`config.mk`:
```
export PLATFORM = sky130hd
export DESIGN_NAME = priority_arbiter_enc
export DESIGN_NICKNAME = d
export VERILOG_FILES = /design/src/rtl/prienc_pkg.sv /design/src/rtl/pe_lsb.sv /design/src/rtl/priority_arbiter_enc.sv
export SDC_FILE = /design/constraint.sdc
export NUM_CORES = 1
export LEC_CHECK = 0
export CAP_MARGIN = 5
export CORE_UTILIZATION = 38
export CTS_CLUSTER_SIZE = 25
export DETAILED_ROUTE_END_ITERATION = 6
export PLACE_DENSITY_LB_ADDON = 0.3
export SKIP_LAST_GASP = 1
export SLEW_MARGIN = 40
export SYNTH_ARGS = -nofsm -noshare
export SYNTH_HDL_FRONTEND = slang
export SYNTH_HIERARCHICAL = 1
export SYNTH_SLANG_ARGS = --single-unit
```
`constraint.sdc`:
```
create_clock -name clk -period 4.4 [get_ports clk]
set_clock_uncertainty 0.05 [all_clocks]
set_input_delay 0.88 -clock clk [delete_from_list [all_inputs] [get_ports clk]]
set_output_delay 0.88 -clock clk [all_outputs]
set_load 0.02 [all_outputs]
```
`src/rtl/prienc_pkg.sv`:
```
// Shared types and helpers for the priority arbiter/encoder block.
package prienc_pkg;

  localparam logic MODE_FIXED = 1'b0;
  localparam logic MODE_RR    = 1'b1;

  typedef enum logic {
    IDLE = 1'b0,
    HOLD = 1'b1
  } state_t;

  function automatic int unsigned clog2(input int unsigned v);
    int unsigned r;
    r = 0;
    for (int unsigned p = 1; p < v; p = p << 1) r++;
    return r;
  endfunction

endpackage

```
`src/rtl/pe_lsb.sv`:
```
// Combinational lowest-set-bit encoder: idx of the lowest asserted bit, found if any.
module pe_lsb
  import prienc_pkg::*;
#(
  parameter int unsigned N = 10
) (
  input  logic [N-1:0]          req,
  output logic                  found,
  output logic [clog2(N)-1:0]   idx
);

  localparam int unsigned IW = clog2(N);

  always_comb begin
    found = 1'b0;
    idx   = '0;
    for (int unsigned i = 0; i < N; i++) begin
      if (req[i] && !found) begin
        found = 1'b1;
        idx   = IW'(i);
      end
    end
  end

endmodule

```
`src/rtl/priority_arbiter_enc.sv`:
```
// Registered fixed/round-robin priority arbiter with valid/ready result handshake.
// Optional registered one-hot grant output under PRIENC_GRANT_ONEHOT_EN.
module priority_arbiter_enc
  import prienc_pkg::*;
#(
  parameter int unsigned N  = 10,
  parameter int unsigned IW = clog2(N)
) (
  input  logic          clk,
  input  logic          rst,
  input  logic [N-1:0]  req,
  input  logic          mode,
  input  logic          out_ready,
  output logic          out_valid,
  output logic [IW-1:0] out_idx
`ifdef PRIENC_GRANT_ONEHOT_EN
  ,
  output logic [N-1:0]  grant
`endif
);

  state_t        state_q, state_d;
  logic [IW-1:0] idx_d;
  logic [IW-1:0] ptr_q, ptr_d;
  logic          mode_q, mode_d;

  logic          accept_c;
  logic          load_c;
  logic [IW-1:0] ptr_inc_c;
  logic [IW-1:0] search_ptr_c;
  logic [IW-1:0] eff_ptr_c;
  logic [N-1:0]  req_masked_c;
  logic          found_m, found_r;
  logic [IW-1:0] idx_m, idx_r;
  logic [IW-1:0] winner_c;

  assign accept_c  = (state_q == HOLD) && out_ready;
  assign load_c    = (state_q == IDLE) || out_ready;
  assign ptr_inc_c = (32'(out_idx) == N - 1) ? '0 : out_idx + IW'(1);

  // The pointer advances on this very accept, so the new winner must already see it.
  assign search_ptr_c = (accept_c && mode_q == MODE_RR) ? ptr_inc_c : ptr_q;
  assign eff_ptr_c    = (32'(search_ptr_c) >= N) ? '0 : search_ptr_c;

  always_comb begin
    req_masked_c = '0;
    for (int unsigned i = 0; i < N; i++) begin
      req_masked_c[i] = req[i] && (i >= 32'(eff_ptr_c));
    end
  end

  pe_lsb #(.N(N)) u_pe_masked (
    .req   (req_masked_c),
    .found (found_m),
    .idx   (idx_m)
  );

  pe_lsb #(.N(N)) u_pe_raw (
    .req   (req),
    .found (found_r),
    .idx   (idx_r)
  );

  assign winner_c = (mode == MODE_RR && found_m) ? idx_m : idx_r;

  // Next-state and next-result logic.
  always_comb begin
    state_d = state_q;
    idx_d   = out_idx;
    ptr_d   = ptr_q;
    mode_d  = mode_q;
    if (accept_c && mode_q == MODE_RR) begin
      ptr_d = ptr_inc_c;
    end
    if (load_c) begin
      mode_d = mode;
      if (found_r) begin
        state_d = HOLD;
        idx_d   = winner_c;
      end else begin
        state_d = IDLE;
        idx_d   = '0;
      end
    end
  end

  always_ff @(posedge clk or posedge rst) begin
    if (rst) begin
      state_q <= IDLE;
      out_idx <= '0;
      ptr_q   <= '0;
      mode_q  <= MODE_FIXED;
    end else begin
      state_q <= state_d;
      out_idx <= idx_d;
      ptr_q   <= ptr_d;
      mode_q  <= mode_d;
    end
  end

  assign out_valid = (state_q == HOLD);

`ifdef PRIENC_GRANT_ONEHOT_EN
  always_ff @(posedge clk or posedge rst) begin
    if (rst) begin
      grant <= '0;
    end else begin
      grant <= (state_d == HOLD) ? (N'(1) << idx_d) : '0;
    end
  end
`endif

endmodule

```
; After elaboration in Yosys (flattened, before gate mapping)
; Cells that the tools add are included.
[totals]
reg_bits = 10
latch_bits = 0
ram_bits = 0
mem_bits_ro = 0
inputBits = 14
output_inout_bits = 5
word_cells = 112
memories = 0
[op_classes]
addsub = 1
mul = 0
div = 0
magnitude_cmp = 11
eq_ne = 1
n_shift = 0
mux = 44
bitwise_logic = 1
reduce_logical = 50
[op_table]
columns = cell, n
row1 = 4-bit two-way mux, 9
row2 = 1-bit logical AND, 31
row3 = 3-bit two-way mux, 8
row4 = 1-bit two-way mux, 23
row5 = 1-bit logical NOT, 18
row6 = "3-bit by 4-bit greater-or-equal comparator with 1-bit output, first input constant", 4
row7 = "1-bit by 4-bit greater-or-equal comparator with 1-bit output, first input constant", 2
row8 = "2-bit by 4-bit greater-or-equal comparator with 1-bit output, first input constant", 2
row9 = "4-bit greater-or-equal comparator, first input constant", 2
row10 = 2-bit two-way mux, 4
row11 = "4-bit by 1-bit adder with 4-bit output, second input constant", 1
row12 = "4-bit equality test, second input constant", 1
row13 = "4-bit greater-or-equal comparator, second input constant", 1
row14 = 1-bit logical OR, 1
row15 = 1-bit inverter, 1

; Depth between registers and ports, before layout
; Gate-level depths: netlist (run 1).
[depth]
depth_word = 38
ltp_mapped = 11

; Modules after synthesis
; The synthesis (run 1) kept the hierarchy.
[modules_own_cells]
columns = mod, instances, cells_each, area_each_um2, seq_area_each_um2
row1 = priority_arbiter_enc, 1, 74, 625.6, 250.2
row2 = pe_lsb, 2, 17, 111.4, 0.0

; Worst setup path after synthesis (run 1)
; Ideal clock, no wire load.
[synth_path]
path_kind = input to register
start = input port out_ready
end = register out_idx[2]
t_arrival_ps = 2773
t_required_ps = 4223
setup_slack_ps = 1450
stages = 10
path_buffers = 0
cell_sequence = and3_1 nor2_1 a31o_2 or3_1 and3_1 nor4_1 nand3_1 nand2_1 mux2i_1 o21ai_0
[synth_via]
elab_cells_between_ends = 63
classes_between = 11 x order compare / 20 x mux / 32 x reduce/logical
[synth_lines]
columns = element, line
row1 = from (decl), priority_arbiter_enc.sv:13  ; input logic out_ready,
row2 = 1-bit logical AND (*), priority_arbiter_enc.sv:37  ; assign accept_c = (state_q == HOLD) && out_ready;
row3 = 1-bit logical AND (*), priority_arbiter_enc.sv:42  ; assign search_ptr_c = (accept_c && mode_q == MODE_RR) ? ptr_inc_c : ptr_q;
row4 = 4-bit two-way mux (*), priority_arbiter_enc.sv:42
row5 = 4-bit greater-or-equal comparator, priority_arbiter_enc.sv:43  ; assign eff_ptr_c = (32'(search_ptr_c) >= N) ? '0 : search_ptr_c;
row6 = 4-bit two-way mux (*), priority_arbiter_enc.sv:43
row7 = 3-bit by 4-bit greater-or-equal comparator with 1-bit output (*), priority_arbiter_enc.sv:48  ; req_masked_c[i] = req[i] && (i >= 32'(eff_ptr_c));
row8 = 1-bit logical AND (*), priority_arbiter_enc.sv:48
row9 = named net req_masked_c[5], priority_arbiter_enc.sv:32  ; logic [N-1:0] req_masked_c;
row10 = [10 not listed], n/a
row11 = 1-bit two-way mux (*), pe_lsb.sv:18  ; if (req[i] && !found) begin
row12 = 1-bit logical NOT, pe_lsb.sv:18
row13 = 1-bit logical AND, pe_lsb.sv:18
row14 = 1-bit two-way mux (*), pe_lsb.sv:18
row15 = named net found_m, priority_arbiter_enc.sv:33  ; logic found_m, found_r;
row16 = 1-bit logical AND (*), priority_arbiter_enc.sv:64  ; assign winner_c = (mode == MODE_RR && found_m) ? idx_m : idx_r;
row17 = 4-bit two-way mux (*), priority_arbiter_enc.sv:64
row18 = 4-bit two-way mux (*), priority_arbiter_enc.sv:77  ; if (found_r) begin
row19 = to (signal assigned), priority_arbiter_enc.sv:95  ; out_idx <= idx_d;
row20 = to (decl), priority_arbiter_enc.sv:15  ; output logic [IW-1:0] out_idx
; The timed path passes the listed nets; every way through them passes the cells marked *.
; A chain may end at the register's enable or synchronous reset.

; Final worst setup path (run 1)
[layout_path]
start = input port out_ready
end = register out_idx[1]
; The elaborated chain is that of the path after synthesis.

==> results of run 1 <==
==> registers in the layout, indices dropped and copies added, names as in the netlist <==
name / flops
out_idx: 4
ptr_q: 4
mode_q: 1
out_valid: 1
==> cells by family after synthesis <==
group	synth area share
multiplexers	0.0605
buffers and inverters	0.0265
AND/OR/NAND/NOR	0.423
XOR/XNOR	0.0103
flip-flops	0.295
AO/OA/AOI/OAI	0.184
==> power groups by stage <==
stage,Clock [mW],Sequential [mW],Combinational (mW)
floorplan,0,0.148,0.174
CTS,0.0833,0.141,0.258
global route,0.0896,0.145,0.289
detailed placement,0,0.143,0.257
finish,0.0817,0.141,0.261
global placement,0,0.142,0.255
==> metrics by stage <==
stage               instances  hold slack, ns  utilization  cell area (µm²)
floorplan                 108           0.446            -              848
global placement          152           0.468        0.524             1060
detailed placement        152           0.475        0.524             1060
CTS                       156           0.490        0.541             1090
global route              156           0.521        0.541             1090
finish                    156           0.490        0.541             1090
==> layout make-up <==
type / count / share of cell area
tap: 27 / 0.0309
inverter: 5 / 0.0171
multi-input combinational: 92 / 0.526
timing repair buffer: 18 / 0.165
sequential: 10 / 0.229
clock buffer: 4 / 0.0331
==> synth_stat cells (all sizes together) <==
library cell	number
nor2	8
a211oi	2
and3b	1
nor3	3
xor2	1
nand2	14
nor3b	2
and2	1
o32ai	2
a31o	1
mux2i	4
nor2b	7
and2b	2
inv	5
dfrtp	10
nand3	6
a21oi	3
o211a	1
clkbuf	1
or4	1
mux2	1
nand2b	2
nor4	6
or3	3
o21ai	12
a21boi	4
or2	1
and3	4
==> critical path, stage by stage <==
cell,delay [ns]
clkdlybuf4s50_1,0.49
nand3_1,0.20
nand2_1,0.12
o21ai_1,0.17
or3_1,0.48
and3_1,0.22
nor4_1,0.34
nand3_1,0.13
nand2_1,0.20
mux2i_1,0.26
o21ai_0,0.10
==> placed cells by master (no fill, tap or decap), types with 2 or more instances in the layout <==
cell,count
clkdlybuf4s50_1,18
nand2_1,12
dfrtp_1,10
o21ai_0,8
nor2_1,8
nor2b_1,7
nand3_1,6
mux2i_1,4
o21ai_1,4
and3_1,4
inv_1,4
nor4_1,4
a21oi_1,3
a21boi_1,3
or3_1,3
nor3_1,3
clkbuf_4,3
nand2b_1,2
and2b_1,2
nor4_4,2
a211oi_1,2
nand2_2,2
nor3b_1,2
o32ai_1,2
==> layer usage <==
| layer | routed length (µm) | share of wire |
|---|---|---|
| met5 | 0 | 0 |
| met4 | 25 | 0.012 |
| met3 | 54 | 0.026 |
| met2 | 1050 | 0.51 |
| met1 | 918 | 0.45 |
==> how the worst min path moves through the flow <==
stage	start	to	slack (ns)	cells after the start
floorplan	mode_q	mode_q	0.45	1
global placement	mode_q	mode_q	0.47	1
detailed placement	mode_q	mode_q	0.47	1
CTS	mode_q	mode_q	0.49	1
global route	mode_q	mode_q	0.52	1
finish	mode_q	mode_q	0.49	1
==> impl_metrics.env, run 1 <==
export IMPL_drt_pass1_iter_count=4
export IMPL_tightest_slew_ns=0.513
export IMPL_chipHeight_um=49.3
export IMPL_p_seq_frac=0.291
export IMPL_use_met2=0.342
export IMPL_cts_root_buf="clkbuf_4"
export IMPL_critPathRequiredTime_ns=4.50
export IMPL_setup_viol=0
export IMPL_drt_iter0_markers=21
export IMPL_clk_path_buf_depth=2
export IMPL_hold_violations=0
export IMPL_crit_start="out_ready"
export IMPL_area_growth_pct=29.1
export IMPL_yosys_warnings=6
export IMPL_drive_above_1_share=0.0930
export IMPL_critPathLaunchType="input port"
export IMPL_worstSetupPathType="input port to register"
export IMPL_ir_drop_v=0.000243
export IMPL_fin_crit_sh=0.788
export IMPL_gr_usage_all_layers=0.195
export IMPL_power_per_cell_area_nw_per_um2=442
export IMPL_p_clk_frac=0.169
export IMPL_dp_hpwl_um=1670
export IMPL_initial_core_util=0.420
export IMPL_via_count=870
export IMPL_internal_power_mw=0.280
export IMPL_grt_pass1_vias=849
export IMPL_yosysTopAreaCell="dfrtp_1"
export IMPL_power_mw=0.483
export IMPL_nNetsFinal=144
export IMPL_syn_nets=122
export IMPL_cts_resized=0
export IMPL_tritoncts="done"
export IMPL_finalSetupTns_ns=0
export IMPL_synth_top_cell_area_share=0.295
export IMPL_grt_use_met1=0.236
export IMPL_post_cts_setup_buffers=0
export IMPL_setup_ws_ns=0.932
export IMPL_wl_per_cell_um=13.1
export IMPL_netlist_instances=108
export IMPL_die_area_um2=2430
export IMPL_hp_class="register to register"
export IMPL_wl_um=2050
export IMPL_num_rows=16
export IMPL_antenna_left=0
export IMPL_avgSynthCellArea_um2=7.85
export IMPL_grt_max_degree=11
export IMPL_maxCapViolCount=0
export IMPL_syn_area_um2=848
export IMPL_worstSkewPairLatency_ns=0.27
export IMPL_cts_sinks=10
export IMPL_antenna_found_initial=0
export IMPL_worstPathArrival_ns=3.57
export IMPL_chipWidth_um=49.3
export IMPL_grt_pass1_wl_um=3680
export IMPL_slew_headroom=0.656
export IMPL_viasPerCell=5.58
export IMPL_synthDistinctLibCells=33
export IMPL_worst_r2r_startpoint="out_idx[0]"
export IMPL_critPathCapture="out_idx[1]"
export IMPL_slew_viol_final=0
export IMPL_multi_input_area_um2=576
export IMPL_switching_share=0.421
export IMPL_r2r_cells=10
export IMPL_fin_crit_ns=3.47
export IMPL_crit_fanout=8
export IMPL_drc=0
export IMPL_cts_max_level=1
export IMPL_port_buffers=18
export IMPL_p_comb_frac=0.540
export IMPL_diodes=0
export IMPL_seqCellArea_um2=250
export IMPL_worst_setup_path_end_kind="register"
export IMPL_busiest_layer="met2"
export IMPL_fillers=186
export IMPL_core_area_um2=2020
export IMPL_gr_total_overflow=0
export IMPL_r2r_setup_slack_ns=1.55
export IMPL_p_leak_nw=0.446
export IMPL_gp_congestion=0.935
export IMPL_met3_usage=0.0249
export IMPL_clock_fmax_mhz=288
export IMPL_synth_seq_cells=10
export IMPL_rsz0062_at_grt="false"
export IMPL_synth_area_top_cells="dfrtp_1 (29%), nand2_1 (5.3%), nor2b_1 (5.2%)"
export IMPL_io_pins=19
export IMPL_synth_yosys_seq_area_share=0.295
export IMPL_r2r_end="out_idx[1]"
export IMPL_status="finished clean"
export IMPL_postCtsHoldBufs=0
export IMPL_switchingPower_mw=0.203
export IMPL_cts_reportedPaths_clkPinSlew_ns=0.07
export IMPL_cts_made_buffers=3
export IMPL_place_ws_ns=0.686
(Power assumes the default switching activity.)
==> run 2, diff against run 1 <==
clock period = 3.1 ns   (was 4.4 ns; I/O delays follow)
==> run 2 against run 1 <==
Cell area grew 12%. Combinational power grew 84%. Register-to-register slack lost 1.1 ns. Wire length grew 7.0%. First-iteration DRC count shrank 4.8%. Sequential share of layout area shrank 2.5 points. Utilization grew 6.6 points. Worst hold slack gained 0.039 ns. Final cell count grew 7.1%. Clock power grew 43%. Largest cell class unchanged.
==> impl_metrics.env, run 2 (synthesized netlist as in run 1, its figures left out) <==
export IMPL_r2r_end="out_idx[2]"
export IMPL_drc=0
export IMPL_holdPathStages=2
export IMPL_p_leak_nw=0.518
export IMPL_antenna_left=0
export IMPL_tightest_slew_ns=0.412
export IMPL_drt_pass1_iter_count=4
export IMPL_power_per_cell_area_nw_per_um2=651
export IMPL_grt_max_degree=11
export IMPL_maxCapViolCount=0
export IMPL_most_common_layout_cells="clkdlybuf4s50_1 (17), nand2_1 (11), buf_4 (11)"
export IMPL_core_area_um2=2020
export IMPL_rsz0062_at_grt="false"
export IMPL_critPathRequiredTime_ns=3.20
export IMPL_critPathCapture="out_idx[2]"
export IMPL_chipWidth_um=49.3
export IMPL_antenna_found_initial=0
export IMPL_io_pins=19
export IMPL_chipHeight_um=49.3
export IMPL_dp_hpwl_um=1740
export IMPL_fillers=184
export IMPL_cts_sinks=10
export IMPL_clock_fmax_mhz=374
export IMPL_drt_iter0_markers=20
export IMPL_cp_num_cells=12
export IMPL_cts_made_buffers=3
export IMPL_wl_um=2190
export IMPL_crit_chain="and3b_1, o21ai_1, a31o_2, buf_4, inv_2, or4_1, a21boi_2, nor4_4, nand3_1, nand2_2, mux2i_1, o21ai_0"
export IMPL_slew_headroom=0.725
export IMPL_r2r_setup_slack_ns=0.43
export IMPL_cp_slowest_stage_delay_ns=0.50
export IMPL_power_mw=0.799
export IMPL_initial_core_util=0.420
export IMPL_area_growth_pct=44.7
export IMPL_crit_fanout=8
export IMPL_clk_path_buf_depth=2
export IMPL_grt_pass1_wl_um=3890
export IMPL_gp_congestion=0.890
export IMPL_setup_viol=0
export IMPL_wl_per_cell_um=13.1
export IMPL_r2r_cells=12
export IMPL_nNetsFinal=155
export IMPL_ir_drop_v=0.000343
export IMPL_fin_crit_ns=2.67
export IMPL_worst_setup_path_end_kind="register"
export IMPL_diodes=0
export IMPL_worst_path_buf_inv=2
export IMPL_fin_crit_sh=0.862
export IMPL_place_ws_ns=-0.303
export IMPL_worstPathArrival_ns=2.77
export IMPL_postCtsHoldBufs=0
export IMPL_status="finished clean"
export IMPL_drive_above_1_share=0.236
export IMPL_hold_violations=0
export IMPL_crit_start="out_idx[0]"
export IMPL_finalSetupTns_ns=0
export IMPL_gr_total_overflow=0
export IMPL_gr_usage_all_layers=0.211
export IMPL_cts_root_buf="clkbuf_4"
export IMPL_hp_class="register to register"
export IMPL_grt_pass1_vias=905
export IMPL_largest_registers="out_idx: 4 flops, ptr_q: 4 flops"
export IMPL_viasPerCell=5.49
export IMPL_multi_input_area_um2=623
export IMPL_num_rows=16
export IMPL_seqCellArea_um2=250
export IMPL_worst_r2r_startpoint="out_idx[0]"
export IMPL_cts_reportedPaths_clkPinSlew_ns=0.07
export IMPL_cp_top_family="simple AND/OR/NAND/NOR gates"
export IMPL_die_area_um2=2430
export IMPL_port_buffers=18
export IMPL_worstSetupPathType="register to register"
export IMPL_cts_max_level=1
export IMPL_slew_viol_final=0
export IMPL_cp_slowest_cell="or4_1"
export IMPL_worstSkewPairLatency_ns=0.27
export IMPL_setup_ws_ns=0.429
export IMPL_tritoncts="done"
export IMPL_utilization=0.607
export IMPL_via_count=917
export IMPL_final_common_cell="clkdlybuf4s50_1"
export IMPL_critPathLaunchType="register"
-- run 2: worst reg2reg max path, stage by stage (launching register included) --
cell      delay, ns
dfrtp_1        0.46
and3b_1        0.20
o21ai_1        0.14
a31o_2         0.19
buf_4          0.13
inv_2          0.06
or4_1          0.50
a21boi_2       0.23
nor4_4         0.09
nand3_1        0.12
nand2_2        0.11
mux2i_1        0.18
o21ai_0        0.10
-- run 2: layout make-up --
cell class              count  area share
multi-input cells          92       0.508
inverters                   5      0.0153
clock buffers               4      0.0296
flip-flops and latches     10       0.204
well taps                  27      0.0275
repair buffers             29       0.216
-- run 2: worst min path at each step --
| stage | end | startpoint | slack [ns] |
|---|---|---|---|
| 2_1_floorplan | mode_q | rst | 0.41 |
| 3_3_place_gp | mode_q | mode_q | 0.46 |
| 3_5_place_dp | mode_q | mode_q | 0.49 |
| 4_1_cts | mode_q | mode_q | 0.52 |
| 5_1_grt | mode_q | mode_q | 0.57 |
| 6_report | out_idx[3] | out_idx[3] | 0.53 |
-- run 2: metal layers --
metal  share of wire  global-route usage  vias up  wire length [µm]
li1                -                   -      456                 -
met1            0.47               0.268      424              1030
met3           0.026             0.00935        7                56
met5               0                   0        -                 0
met2            0.48               0.361       30              1060
met4           0.023               0.103        0                51
-- run 2: where the power goes --
| part | internal (mW) | total (mW) | switching [mW] |
|---|---|---|---|
| sequential | 0.165 | 0.200 | 0.0354 |
| clock | 0.0714 | 0.117 | 0.0460 |
| combinational | 0.235 | 0.481 | 0.245 |
-- run 2: what timing repair did --
item | 4_1_cts | 5_1_grt
gates resized for setup | 1 | 12
endpoints found under the setup margin | 3 | 4
hold endpoints to repair | 0 | 0
buffers inserted | 0 | 0
pin swaps | 0 | 5
-- run 2: metrics by stage --
stage / area [µm²] / hold slack [ns] / instances
4_1_cts: 1180 / 0.517 / 167
3_3_place_gp: 1140 / 0.462 / 163
5_1_grt: 1230 / 0.568 / 167
2_1_floorplan: 848 / 0.410 / 108
6_report: 1230 / 0.530 / 167
3_5_place_dp: 1140 / 0.495 / 163
==> run 3, diff against run 2 <==
MAX_ROUTING_LAYER = met4   (was not set)
SLEW_MARGIN = 0   (was 40)
==> run 3 against run 2 <==
Sequential share of layout area fell by 0.12 points. Sequential cell count did not move. Non-clock buffer count did not move. Die area did not move. Wire length rose by 0.68%. Final cell count did not move. Clock power barely moved. Critical path depth did not move. Worst hold slack got worse by 0.011 ns. Total power rose by 0.24%. Via count fell by 1.4%. Maximum frequency fell by 0.40%. Largest cell class unchanged. Highest routed layer unchanged.
==> impl_metrics.env, run 3 (synthesized netlist as in run 1, its figures left out) <==
export IMPL_status="finished clean"
export IMPL_critPathRequiredTime_ns=3.20
export IMPL_crit_start="out_idx[0]"
export IMPL_io_pins=19
export IMPL_slew_viol_final=0
export IMPL_wl_um=2210
export IMPL_worstPathArrival_ns=2.78
export IMPL_worst_setup_path_end_kind="register"
export IMPL_r2r_setup_slack_ns=0.42
export IMPL_fillers=193
export IMPL_cts_max_level=1
export IMPL_rsz0062_at_grt="false"
export IMPL_ir_drop_v=0.000338
export IMPL_drive_above_1_share=0.243
export IMPL_chipWidth_um=49.3
export IMPL_wl_per_cell_um=13.2
export IMPL_cp_slowest_stage_delay_ns=0.49
export IMPL_clk_path_buf_depth=2
export IMPL_worstSkewPairLatency_ns=0.27
export IMPL_power_mw=0.801
export IMPL_fin_area_um2=1230
export IMPL_maxCapViolCount=0
export IMPL_slew_headroom=0.701
export IMPL_drt_iter0_markers=23
export IMPL_via_count=904
export IMPL_setup_viol=0
export IMPL_critPathLaunchType="register"
export IMPL_multi_input_area_um2=631
export IMPL_nNetsFinal=155
export IMPL_port_buffers=18
export IMPL_grt_max_degree=11
export IMPL_cp_top_family="simple AND/OR/NAND/NOR gates"
export IMPL_gr_usage_all_layers=0.215
export IMPL_dp_hpwl_um=1770
export IMPL_worstSetupPathType="register to register"
export IMPL_num_rows=16
export IMPL_hp_start="mode_q"
export IMPL_cts_sinks=10
export IMPL_grt_pass1_vias=887
export IMPL_viasPerCell=5.41
export IMPL_largest_registers="out_idx: 4 flops, ptr_q: 4 flops"
export IMPL_crit_chain="and3b_1, o21ai_1, a31o_2, buf_4, inv_2, or4_1, a21boi_2, nor4_4, nand3_1, nand2_2, mux2i_2, o21ai_0"
export IMPL_hold_violations=0
export IMPL_chipHeight_um=49.3
export IMPL_cp_slowest_cell="or4_1"
export IMPL_power_per_cell_area_nw_per_um2=648
export IMPL_crit_fanout=8
export IMPL_tightest_slew_ns=0.448
export IMPL_most_common_layout_cells="clkdlybuf4s50_1 (17), nand2_1 (11), buf_4 (11)"
export IMPL_seqCellArea_um2=250
export IMPL_tritoncts="done"
export IMPL_cts_root_buf="clkbuf_4"
export IMPL_postCtsHoldBufs=0
export IMPL_diodes=0
export IMPL_clock_fmax_mhz=373
export IMPL_final_common_cell="clkdlybuf4s50_1"
export IMPL_hold_slack_ns=0.519
export IMPL_gp_congestion=0.949
export IMPL_worst_path_buf_inv=2
export IMPL_core_area_um2=2020
export IMPL_fin_crit_sh=0.865
export IMPL_p_leak_nw=0.517
export IMPL_drt_pass1_iter_count=4
export IMPL_grt_pass1_wl_um=3870
export IMPL_area_growth_pct=45.6
export IMPL_hp_class="register to register"
export IMPL_drc=0
export IMPL_initial_core_util=0.420
export IMPL_antenna_left=0
export IMPL_place_area_um2=1140
export IMPL_antenna_found_initial=0
export IMPL_worst_r2r_startpoint="out_idx[0]"
export IMPL_die_area_um2=2430
export IMPL_gr_total_overflow=0
export IMPL_fin_crit_ns=2.68
export IMPL_cts_reportedPaths_clkPinSlew_ns=0.07
export IMPL_cts_made_buffers=3
==> run 3: cell counts in the layout (fill, tap and decap cells not counted) <==
No cell type changed its count.
==> run 3: power by group <==
group          internal (mW)  leakage, nW  total (mW)  switching (mW)
clock                 0.0715       0.0210       0.120          0.0483
sequential             0.165        0.123       0.199          0.0337
combinational          0.237        0.373       0.482           0.245
total                  0.473        0.517       0.801           0.327
==> run 3: worst reg2reg max path: cells and delay by family (launching register included) <==
kind	cells	cell delay (ns)
simple gates	5	0.99
buf+inv	2	0.18
compound gates	4	0.65
flops	1	0.46
mux	1	0.21
==> run 3: routing by layer <==
| metal | vias to the layer above | track usage | routed length [µm] |
|---|---|---|---|
| met5 | - | - | 0 |
| met4 | 0 | 0.0980 | 34 |
| met3 | 4 | 0.0125 | 63 |
| met2 | 29 | 0.361 | 1120 |
| met1 | 411 | 0.262 | 982 |
| li1 | 460 | - | - |
==> run 3: final cells by class <==
cell class,instances,area share
inverter,5,0.0152
multi-input combinational,92,0.511
sequential,10,0.203
clock buffer,4,0.0294
timing repair buffer,29,0.215
tap,27,0.0274
==> run 3: worst paths after layout <==
check | depth (start not counted) | endpoint
max | 12 | out_idx[1]
min reg2reg | 1 | mode_q
min | 1 | mode_q
max in group asynchronous | 2 | ptr_q[3]
max reg2reg | 12 | out_idx[1]
min in group asynchronous | 2 | out_idx[3]
==> run 3: stage by stage <==
| stage | util | TNS, ns | std cells | setup slack, ns |
|---|---|---|---|---|
| after floorplan | - | 0 | 108 | 0.410 |
| after global placement | 0.564 | -0.911 | 163 | -0.242 |
| after detailed placement | 0.564 | -1.27 | 163 | -0.376 |
| after CTS | 0.587 | 0 | 167 | 0.00315 |
| after global routing | 0.611 | 0 | 167 | 0.218 |
| final | 0.611 | 0 | 167 | 0.418 |
==> run 3: what timing repair did <==
| item | 4_1_cts | 5_1_grt |
|---|---|---|
| pin swaps | 0 | 4 |
| endpoints found under the setup margin | 4 | 4 |
| buffers inserted | 0 | 0 |
| gates resized for setup | 2 | 13 |
